==> config.mk <==
export PLATFORM = sky130hd
export DESIGN_NAME = id_char_emitter
export DESIGN_NICKNAME = d
export VERILOG_FILES = /design/src/rtl/id_char_emitter.sv
export SDC_FILE = /design/constraint.sdc
export NUM_CORES = 1
export LEC_CHECK = 0
export BUFFER_PORTS_ARGS = -buffer_cell sky130_fd_sc_hd__buf_4
export CORE_MARGIN = 8
export CORE_UTILIZATION = 50
export DETAILED_ROUTE_END_ITERATION = 10
export HOLD_SLACK_MARGIN = 0.02
export PLACE_DENSITY = 0.8
export SLEW_MARGIN = 15
export SYNTH_ARGS = -nofsm -noshare
export SYNTH_HDL_FRONTEND = slang
export SYNTH_SLANG_ARGS = --single-unit
==> constraint.sdc <==
create_clock -name clk -period 2.5 [get_ports clk]
set_input_delay 0.125 -clock clk [delete_from_list [all_inputs] [get_ports clk]]
set_output_delay 0.125 -clock clk [all_outputs]
set_load 0.05 [all_outputs]
==> src/rtl/id_char_emitter.sv <==
// Emits one ASCII identifier per start command: a letter run, a digit run and a
// terminator byte, one byte per valid/ready transfer.
module id_char_emitter #(
   parameter logic [7:0] TERM_CHAR = 8'h2F,
   parameter int         LEN_W     = 4
) (
   input  logic             clk,
   input  logic             reset_n,
   input  logic             start,
   input  logic [7:0]       alpha_base,
   input  logic [LEN_W-1:0] alpha_len,
   input  logic [7:0]       digit_base,
   input  logic [LEN_W-1:0] digit_len,
   input  logic             ready,
   output logic [7:0]       char,
   output logic             valid,
   output logic             busy,
   output logic             done
);

   typedef enum logic [1:0] {
      S_IDLE  = 2'd0,
      S_ALPHA = 2'd1,
      S_DIGIT = 2'd2,
      S_TERM  = 2'd3
   } state_t;

   localparam logic [LEN_W-1:0] LEN_ZERO = {LEN_W{1'b0}};
   localparam logic [LEN_W-1:0] LEN_ONE  = {{(LEN_W-1){1'b0}}, 1'b1};

   function automatic logic [7:0] sanitize_alpha(input logic [7:0] c);
      if (((c >= 8'h61) && (c <= 8'h7A)) || ((c >= 8'h41) && (c <= 8'h5A))) begin
         sanitize_alpha = c;
      end else begin
         sanitize_alpha = 8'h61;
      end
   endfunction

   function automatic logic [7:0] sanitize_digit(input logic [7:0] c);
      if ((c >= 8'h30) && (c <= 8'h39)) begin
         sanitize_digit = c;
      end else begin
         sanitize_digit = 8'h30;
      end
   endfunction

   function automatic logic [7:0] next_alpha(input logic [7:0] c);
      if (c == 8'h7A) begin
         next_alpha = 8'h61;
      end else if (c == 8'h5A) begin
         next_alpha = 8'h41;
      end else begin
         next_alpha = c + 8'd1;
      end
   endfunction

   function automatic logic [7:0] next_digit(input logic [7:0] c);
      if (c == 8'h39) begin
         next_digit = 8'h30;
      end else begin
         next_digit = c + 8'd1;
      end
   endfunction

   state_t           state_q, state_d;
   logic [7:0]       char_q, char_d;
   logic             valid_q, valid_d;
   logic             busy_q, busy_d;
   logic             done_q, done_d;
   logic [LEN_W-1:0] cnt_q, cnt_d;
   logic [7:0]       dbase_q, dbase_d;
   logic [LEN_W-1:0] dlen_q, dlen_d;
   logic             xfer_s;

   assign xfer_s = valid_q & ready;

   // State and datapath registers with synchronous active-low reset
   always_ff @(posedge clk) begin
      if (!reset_n) begin
         state_q <= S_IDLE;
         char_q  <= 8'h00;
         valid_q <= 1'b0;
         busy_q  <= 1'b0;
         done_q  <= 1'b0;
         cnt_q   <= LEN_ZERO;
         dbase_q <= 8'h30;
         dlen_q  <= LEN_ZERO;
      end else begin
         state_q <= state_d;
         char_q  <= char_d;
         valid_q <= valid_d;
         busy_q  <= busy_d;
         done_q  <= done_d;
         cnt_q   <= cnt_d;
         dbase_q <= dbase_d;
         dlen_q  <= dlen_d;
      end
   end

   // Next-state decision; zero-length runs are skipped here so the counter never underflows
   always_comb begin
      state_d = state_q;
      case (state_q)
         S_IDLE: begin
            if (start) begin
               if (alpha_len != LEN_ZERO) begin
                  state_d = S_ALPHA;
               end else if (digit_len != LEN_ZERO) begin
                  state_d = S_DIGIT;
               end else begin
                  state_d = S_TERM;
               end
            end else begin
               state_d = S_IDLE;
            end
         end
         S_ALPHA: begin
            if (xfer_s && (cnt_q == LEN_ONE)) begin
               state_d = (dlen_q != LEN_ZERO) ? S_DIGIT : S_TERM;
            end else begin
               state_d = S_ALPHA;
            end
         end
         S_DIGIT: begin
            if (xfer_s && (cnt_q == LEN_ONE)) begin
               state_d = S_TERM;
            end else begin
               state_d = S_DIGIT;
            end
         end
         S_TERM: begin
            if (xfer_s) begin
               state_d = S_IDLE;
            end else begin
               state_d = S_TERM;
            end
         end
         default: state_d = S_IDLE;
      endcase
   end

   // Next values of the registered outputs, run counter and latched digit config
   always_comb begin
      char_d  = char_q;
      valid_d = valid_q;
      busy_d  = busy_q;
      done_d  = 1'b0;
      cnt_d   = cnt_q;
      dbase_d = dbase_q;
      dlen_d  = dlen_q;
      case (state_q)
         S_IDLE: begin
            if (start) begin
               valid_d = 1'b1;
               busy_d  = 1'b1;
               dbase_d = sanitize_digit(digit_base);
               dlen_d  = digit_len;
               if (alpha_len != LEN_ZERO) begin
                  char_d = sanitize_alpha(alpha_base);
                  cnt_d  = alpha_len;
               end else if (digit_len != LEN_ZERO) begin
                  char_d = sanitize_digit(digit_base);
                  cnt_d  = digit_len;
               end else begin
                  char_d = TERM_CHAR;
                  cnt_d  = LEN_ZERO;
               end
            end else begin
               valid_d = 1'b0;
               busy_d  = 1'b0;
            end
         end
         S_ALPHA: begin
            if (xfer_s) begin
               if (cnt_q != LEN_ONE) begin
                  char_d = next_alpha(char_q);
                  cnt_d  = cnt_q - LEN_ONE;
               end else if (dlen_q != LEN_ZERO) begin
                  char_d = dbase_q;
                  cnt_d  = dlen_q;
               end else begin
                  char_d = TERM_CHAR;
                  cnt_d  = LEN_ZERO;
               end
            end else begin
               char_d = char_q;
            end
         end
         S_DIGIT: begin
            if (xfer_s) begin
               if (cnt_q != LEN_ONE) begin
                  char_d = next_digit(char_q);
                  cnt_d  = cnt_q - LEN_ONE;
               end else begin
                  char_d = TERM_CHAR;
                  cnt_d  = LEN_ZERO;
               end
            end else begin
               char_d = char_q;
            end
         end
         S_TERM: begin
            if (xfer_s) begin
               valid_d = 1'b0;
               busy_d  = 1'b0;
               done_d  = 1'b1;
            end else begin
               done_d = 1'b0;
            end
         end
         default: begin
            valid_d = 1'b0;
            busy_d  = 1'b0;
         end
      endcase
   end

   assign char  = char_q;
   assign valid = valid_q;
   assign busy  = busy_q;
   assign done  = done_q;

endmodule

==> results of run 1 <==
==> power groups by stage <==
stage	logic [mW]	registers [mW]	clock network [mW]
after CTS	0.721	0.574	0.259
after global routing	0.787	0.590	0.269
after global placement	0.712	0.581	0
after floorplan	0.430	0.660	0
after detailed placement	0.714	0.584	0
final	0.729	0.576	0.256
==> tightest hold or removal path, delay by kind of cell <==
kind / cells / cell delay [ns]
AND/OR/NAND/NOR: 1 / 0.04
AO/OA/AOI/OAI: 1 / 0.06
buffers and inverters: 1 / 0.12
==> through the flow <==
stage / hold slack [ns] / power [mW] / instances / cell area, sq um
6_report: 0.110 / 1.56 / 332 / 2390
5_1_grt: 0.126 / 1.65 / 332 / 2390
4_1_cts: 0.105 / 1.55 / 332 / 2390
3_5_place_dp: 0.407 / 1.30 / 329 / 2350
3_3_place_gp: 0.400 / 1.29 / 329 / 2350
2_1_floorplan: 0.261 / 1.09 / 247 / 2030
==> worst paths after layout <==
| path | startpoint | to | slack [ns] | depth (start not counted) |
|---|---|---|---|---|
| min | digit_len[0] | dlen_q[0] | 0.11 | 3 |
| max | state_q[1] | cnt_q[2] | 0.33 | 7 |
| min reg2reg | dbase_q[4] | dbase_q[4] | 0.49 | 1 |
| max reg2reg | state_q[1] | cnt_q[2] | 0.33 | 7 |
==> routing by layer <==
layer / vias to the layer above / GRT usage, % / wire length [um]
met5: - / 0 / 0
met3: 14 / 3.83 / 338
met1: 958 / 24.3 / 2690
li1: 1012 / - / -
met2: 72 / 30.5 / 2680
met4: 0 / 6.48 / 146
==> synth_stat cells, types with 2 or more instances <==
| master | n |
|---|---|
| nor3_1 | 6 |
| o2111a_1 | 2 |
| nor2_1 | 14 |
| o21a_1 | 4 |
| a311oi_1 | 7 |
| buf_4 | 2 |
| and2_1 | 7 |
| nor2b_1 | 2 |
| o31a_1 | 2 |
| dfxtp_1 | 28 |
| a21oi_1 | 11 |
| a211oi_1 | 3 |
| ha_1 | 9 |
| o21ai_0 | 12 |
| o41ai_1 | 2 |
| nand3_1 | 12 |
| o31ai_1 | 5 |
| and3_1 | 5 |
| or3_1 | 2 |
| a21boi_0 | 6 |
| o2111ai_1 | 3 |
| a2111oi_0 | 3 |
| nand2_1 | 27 |
| a31oi_1 | 5 |
| nor4_1 | 2 |
| inv_1 | 11 |
| xnor2_1 | 2 |
| buf_6 | 4 |
| nand3b_1 | 5 |
| o211ai_1 | 2 |
| clkbuf_1 | 7 |
==> kinds of logic after synthesis <==
family	after synthesis	share of synthesized area [%]
buffers and inverters	26	6.72
AND/OR/NAND/NOR	97	26.9
flip-flops	28	27.6
multiplexers	1	0.493
XOR/XNOR	3	1.29
AO/OA/AOI/OAI	83	31.4
adder cells (fa/ha/maj)	9	5.55
==> final cells by class <==
type / count / share of cell area [%]
clock buffer: 3 / 1.73
inverter: 12 / 1.89
multi-input combinational: 193 / 55.8
sequential: 28 / 23.5
tap: 50 / 2.62
timing repair buffer: 46 / 14.5
==> flip-flops by register name, indices dropped and copies added, names as in the netlist <==
name     cells
busy         1
char         8
cnt_q        4
dbase_q      8
dlen_q       4
done         1
state_q      2
==> flow_summary.yaml, run 1 <==
finish:
  fin_nets: 321
  area_growth_pct: 17.6
  antennaDiodeCount: 0
  final_cell_mix: "46 x buf_4, 28 x dfxtp_1, 27 x nand2_1"
  multiInputGateArea_sq_mm: 0.00133
  finalCoreUtilization_pct: 60.6
  seq_area_sq_um: 561
  drive_gt1_share_pct: 23.0
  layout_commonest_cell: "buf_4"
  fill_cells: 385
worst_setup_path:
  worstPathArrival_ns: 2.40
  critical_path_buf_inv_count: 1
  start_kind: "flip-flop"
  crit_chain: "inv_1 -> ha_1 -> or2_4 -> a221oi_4 -> nand2_2 -> a2111oi_1 -> o31a_1"
  cp_max_fo: 6
  cpPeakStageDelay_ns: 0.49
  crit_slowest_cell: "a2111oi_1"
  end_kind: "flip-flop"
  critical-path-top-delay-family: "compound AO/OA/AOI/OAI gates"
  cp.required_ns: 2.73
  worst-setup-path-type: "flip-flop to flip-flop"
clock_network:
  worstSkewPairLatency_ns: 0.28
  path_clk_slew_ns: 0.10
  cts_inserted_buffers: 3
  tritoncts: "done"
  cts_resized: 0
  holdBufCountCts: 0
  postCtsSetupBuffers: 0
  ctsHtreeMaxLevel: 1
  clockBufferDepth: 2
  cts.sink_count: 28
  cts-root-buf: "clkbuf_8"
detailed_routing:
  dr_total_vias: 2056
  wl_mm: 5.85
  routedWlPerCell_um: 17.6
  drc: 0
  initialDrtViolationCount: 197
  ant_nets: 0
  via_per_inst: 6.19
  first_pass_iters: 4
grt:
  track_usage_pct: 18.9
  grt_pass1_wl_mm: 9.76
  antenna_found_initial: 0
  grt_max_degree: 25
  grt_pass1_vias: 2008
  grt_overflow: 0
pwr:
  power_density_mw_per_mm2: 654
  intPower_mw: 0.886
  p_seq_share_pct: 36.9
  swShare_pct: 43.2
  p_leak_nw: 0.910
  ir_worst_vdd_v: 0.000261
  p_switching_mw: 0.675
  p_comb_share_pct: 46.7
  p_clk_share_pct: 16.4
place:
  dp_hpwl_mm: 4.37
  globalplace.congestion: 0.950
  place_ws_ns: 0.435
  io_buffers: 38
timing:
  clock_skew_ns: 0.00277
  fmaxAchievable_mhz: 461
  fin_tns_setup_ns: 0
  worstMarginPinSlew_ns: 0.653
  hold_viol_final: 0
  period_minus_slack_ns: 2.17
  rsz0062_at_grt: "no"
  fin_crit_sh_pct: 86.8
  drv_slew: 0
  setup_viol: 0
  postLayoutSetupSlackWorst_ns: 0.329
  slew_headroom_pct: 55.9
logic_synthesis:
  synth_area_per_cell_sq_um: 8.22
  synth_area_sq_mm: 0.00203
  syn_nets: 284
  yosysTopAreaCell: "dfxtp_1"
  ys_ff_latch: 28
  yosysWarnings: 0
  ys_seq_area_share_pct: 27.6
  synth_top_area_share_pct: 27.6
  postSynthCellCount: 247
  async_flop_share_pct: 0
  synth.distinct_cells: 66
  ys.flop_type: "dfxtp_1"
  ys_top_cells_by_area: "dfxtp_1 28%, ha_1 5.5%, nand2_1 5.0%, a311oi_1 3.0%, nand3_1 3.0%"
  synth_edf_count: 0
floorplan:
  io_pins: 39
  row_count: 23
  core_area_sq_mm: 0.00394
  die_y_um: 79.7
  die_w_um: 79.7
  fp.dieArea_sq_mm: 0.00635
  start_util_pct: 51.5
hold_path:
  worstHoldPathType: "input pin to flip-flop"
job:
  cap_violations: 0
status:
  status: "finished clean"
(Power assumes the default switching activity.)
==> run 2: changes to the inputs <==
--- a/config.mk
+++ b/config.mk
@@ -7,10 +7,10 @@
 export LEC_CHECK = 0
 export BUFFER_PORTS_ARGS = -buffer_cell sky130_fd_sc_hd__buf_4
 export CORE_MARGIN = 8
-export CORE_UTILIZATION = 50
+export CORE_UTILIZATION = 55
 export DETAILED_ROUTE_END_ITERATION = 10
 export HOLD_SLACK_MARGIN = 0.02
-export PLACE_DENSITY = 0.8
+export PLACE_DENSITY = 0.86
 export SLEW_MARGIN = 15
 export SYNTH_ARGS = -nofsm -noshare
 export SYNTH_HDL_FRONTEND = slang
==> flow_summary.yaml, run 2 (synthesis results as in run 1) <==
clock_network:
  cts_inserted_buffers: 3
  postCtsSetupBuffers: 0
  path_clk_slew_ns: 0.11
  holdBufCountCts: 0
  worstSkewPairLatency_ns: 0.28
  cts.sink_count: 28
  clockBufferDepth: 2
  cts-root-buf: "clkbuf_8"
  ctsHtreeMaxLevel: 1
  tritoncts: "done"
  cts_resized: 0
worst_setup_path:
  worst-setup-path-type: "flip-flop to flip-flop"
  end_kind: "flip-flop"
  cp_max_fo: 10
  cp.required_ns: 2.70
  start_kind: "flip-flop"
  worstPathArrival_ns: 2.38
pwr:
  p_switching_mw: 0.687
  swShare_pct: 41.0
  intPower_mw: 0.988
  p_leak_nw: 0.919
  ir_worst_vdd_v: 0.000353
  p_clk_share_pct: 22.4
  power_density_mw_per_mm2: 695
  p_seq_share_pct: 34.7
  p_comb_share_pct: 42.9
floorplan:
  fp.dieArea_sq_mm: 0.00589
  row_count: 22
  core_area_sq_mm: 0.00361
  die_y_um: 76.7
  start_util_pct: 56.3
  io_pins: 39
  die_w_um: 76.7
detailed_routing:
  wl_mm: 5.75
  first_pass_iters: 6
  ant_nets: 0
  routedWlPerCell_um: 17.4
  dr_total_vias: 2094
  initialDrtViolationCount: 263
  via_per_inst: 6.35
  drc: 0
grt:
  grt_pass1_wl_mm: 9.79
  grt_max_degree: 25
  track_usage_pct: 19.5
  grt_overflow: 0
  grt_pass1_vias: 2019
  antenna_found_initial: 0
timing:
  hold_viol_final: 0
  setup_viol: 0
  whs_ns: 0.0990
  fin_crit_sh_pct: 87.4
  fin_tns_setup_ns: 0
  period_minus_slack_ns: 2.18
  clock_skew_ns: 0.00285
  rsz0062_at_grt: "no"
  slew_headroom_pct: 53.7
  fmaxAchievable_mhz: 458
  worstMarginPinSlew_ns: 0.686
  drv_slew: 0
finish:
  final_cell_mix: "45 x buf_4, 28 x dfxtp_1, 27 x nand2_1"
  finalCoreUtilization_pct: 66.8
  fin_nets: 320
  drive_gt1_share_pct: 23.0
  antennaDiodeCount: 0
  area_growth_pct: 18.6
  fill_cells: 315
  layout_commonest_cell: "buf_4"
place:
  globalplace.congestion: 0.991
  io_buffers: 38
  dp_hpwl_mm: 4.32
hold_path:
  worstHoldPathType: "input pin to flip-flop"
job:
  cap_violations: 0
status:
  status: "finished clean"
-- run 2: cell count changes in the layout (fill, tap and decap cells not counted) --
cell       delta
bufinv_16     +1
buf_4         -1
-- run 2: routing by layer --
| metal | global-route usage (%) | vias to the layer above | part of all wire [%] |
|---|---|---|---|
| met2 | 30.5 | 130 | 45 |
| met1 | 25.5 | 943 | 45 |
| li1 | - | 1008 | - |
| met4 | 6.73 | 0 | 1.5 |
| met3 | 4.43 | 13 | 8.6 |
| met5 | 0 | - | 0 |
-- run 2: path summary, 6_finish.rpt --
check / slack (ns) / endpoint / start / depth (start not counted)
worst max-delay path: 0.32 / char[0] / state_q[0] / 7
worst min-delay path: 0.1 / dlen_q[1] / digit_len[1] / 3
worst max register to register: 0.32 / char[0] / state_q[0] / 7
worst min register to register: 0.46 / dbase_q[4] / dbase_q[4] / 1
-- run 2: stage by stage --
stage | instance area, sq um | power [mW] | worst slack (ns) | instances
global route | 2410 | 1.76 | 0.155 | 330
floorplan | 2030 | 1.09 | 0.333 | 247
detailed placement | 2340 | 1.29 | 0.380 | 326
CTS | 2410 | 1.65 | 0.355 | 330
global placement | 2340 | 1.28 | 0.353 | 326
finish | 2410 | 1.67 | 0.316 | 330
-- run 2: cell type report --
class	instances	area (sq um)	share of cell area [%]
flip-flops and latches	28	561	23.3
inverters	12	45.0	1.87
clock buffers	3	41.3	1.72
multi-input cells	193	1330	55.4
repair buffers	45	338	14.0
clock inverters	1	30.0	1.25
well taps	48	60.1	2.49
-- run 2: power groups by stage --
stage	sequential (mW)	clock, mW	combinational, mW
final	0.581	0.375	0.719
after detailed placement	0.587	0	0.702
after global routing	0.591	0.388	0.777
after floorplan	0.660	0	0.430
after global placement	0.584	0	0.699
after CTS	0.577	0.366	0.708
-- run 2: worst max-delay path, stage by stage (launching register included) --
cell      delay [ns]
dfxtp_1         0.38
inv_1           0.08
ha_1            0.27
or2_4           0.29
a221oi_4        0.36
buf_4           0.24
nand2_1         0.12
o41ai_2         0.34
==> run 3: changes to the inputs <==
--- a/config.mk
+++ b/config.mk
@@ -10,7 +10,7 @@
 export CORE_UTILIZATION = 55
 export DETAILED_ROUTE_END_ITERATION = 10
 export HOLD_SLACK_MARGIN = 0.02
-export PLACE_DENSITY = 0.86
+export PLACE_DENSITY = 0.79
 export SLEW_MARGIN = 15
 export SYNTH_ARGS = -nofsm -noshare
 export SYNTH_HDL_FRONTEND = slang
==> flow_summary.yaml, run 3 (synthesis results as in run 1) <==
status:
  status: "finished clean"
place:
  globalplace.congestion: 0.939
  dpl-instance-area_sq_mm: 0.00235
  dp_hpwl_mm: 4.58
  io_buffers: 38
floorplan:
  die_y_um: 76.7
  io_pins: 39
  row_count: 22
  fp.dieArea_sq_mm: 0.00589
  start_util_pct: 56.3
  die_w_um: 76.7
  core_area_sq_mm: 0.00361
worst_setup_path:
  r2r_setup_slack_ns: 0.40
  crit_chain: "inv_1 -> ha_1 -> or2_4 -> a221oi_4 -> nand2_2 -> a2111oi_1 -> o31a_1"
  worstPathArrival_ns: 2.34
  end_kind: "flip-flop"
  cpPeakStageDelay_ns: 0.39
  start_kind: "flip-flop"
  crit-reg2reg-launch: "state_q[0]"
  critical_path_buf_inv_count: 1
  crit_slowest_cell: "a2111oi_1"
  critPathLaunch: "state_q[0]"
  critical-path-top-delay-family: "compound AO/OA/AOI/OAI gates"
  worst-setup-path-type: "flip-flop to flip-flop"
  cp.required_ns: 2.74
  r2r_cells: 7
  cp.depth: 7
  cp_max_fo: 6
  reg2reg_to: "cnt_q[2]"
timing:
  period_minus_slack_ns: 2.10
  fmaxAchievable_mhz: 477
  fin_tns_setup_ns: 0
  hold_viol_final: 0
  fin_crit_sh_pct: 83.9
  slew_headroom_pct: 55.2
  drv_slew: 0
  clock_skew_ns: 0.00256
  setup_viol: 0
  worstMarginPinSlew_ns: 0.663
  rsz0062_at_grt: "no"
detailed_routing:
  wl_mm: 5.97
  routedWlPerCell_um: 18.0
  dr_total_vias: 2100
  initialDrtViolationCount: 235
  ant_nets: 0
  via_per_inst: 6.33
  first_pass_iters: 5
  drc: 0
finish:
  area_growth_pct: 18.6
  final_cell_mix: "47 x buf_4, 28 x dfxtp_1, 27 x nand2_1"
  design_area_sq_mm: 0.00241
  antennaDiodeCount: 0
  fill_cells: 327
  fin_nets: 322
  drive_gt1_share_pct: 23.6
  finalCoreUtilization_pct: 66.7
  layout_commonest_cell: "buf_4"
hold_path:
  hold_path_end: "dlen_q[3]"
  min_from: "digit_len[3]"
  worstHoldPathType: "input pin to flip-flop"
  min_path_cells: 3
pwr:
  p_seq_share_pct: 36.0
  power_density_mw_per_mm2: 668
  ir_worst_vdd_v: 0.000359
  p_switching_mw: 0.687
  intPower_mw: 0.921
  p_comb_share_pct: 45.7
  swShare_pct: 42.7
  p_clk_share_pct: 18.4
  p_leak_nw: 0.922
grt:
  grt_max_degree: 25
  grt_pass1_wl_mm: 10.0
  grt_overflow: 0
  grt_pass1_vias: 2059
  track_usage_pct: 20.2
  antenna_found_initial: 0
clock_network:
  tritoncts: "done"
  ctsHtreeMaxLevel: 1
  postCtsSetupBuffers: 0
  cts-root-buf: "clkbuf_8"
  cts_inserted_buffers: 3
  cts_resized: 0
  worstSkewPairLatency_ns: 0.28
  holdBufCountCts: 0
  cts.sink_count: 28
  path_clk_slew_ns: 0.10
  clockBufferDepth: 2
job:
  cap_violations: 0
-- run 3: cell types whose count changed in the layout (fill, tap and decap cells not counted) --
cell       delta
buf_4         +2
bufinv_16     -1
clkbuf_8      +1
-- run 3: worst max-delay path by stage --
stage | to
detailed placement | cnt_q[2]
CTS | cnt_q[2]
global route | cnt_q[2]
global placement | cnt_q[2]
finish | cnt_q[2]
floorplan | char[3]
-- run 3: power by group through the flow --
stage	clock network (mW)	logic [mW]	registers [mW]
after floorplan	0	0.430	0.660
after global placement	0	0.719	0.585
after detailed placement	0	0.718	0.586
after CTS	0.297	0.722	0.576
after global routing	0.312	0.789	0.589
final	0.295	0.734	0.578
-- run 3: metrics by stage --
stage               hold slack [ns]  worst slack, ns  total power, mW  instances
finish                       0.0992            0.403             1.61        332
CTS                           0.101            0.403             1.59        332
detailed placement            0.409            0.431             1.30        328
global placement              0.407            0.502             1.30        328
floorplan                     0.261            0.333             1.09        247
global route                  0.106            0.231             1.69        332
-- run 3: metal layers --
metal	global-route usage, %	vias to the layer above	share of wire (%)
met5	0	-	0
met4	8.08	0	1.9
met3	4.20	12	8.5
met2	31.4	119	45
met1	26.3	961	45
li1	-	1008	-
-- run 3: worst min-delay path, delay by kind of cell --
family	cells	cell delay, ns
buf+inv	1	0.12
compound gates	1	0.05
simple gates	1	0.05
-- run 3: layout make-up --
type | instances | area (sq um) | area share, %
clock buffer | 4 | 55.1 | 2.29
sequential | 28 | 561 | 23.3
inverter | 12 | 45.0 | 1.87
timing repair buffer | 47 | 353 | 14.7
multi-input combinational | 193 | 1330 | 55.4
tap | 48 | 60.1 | 2.50
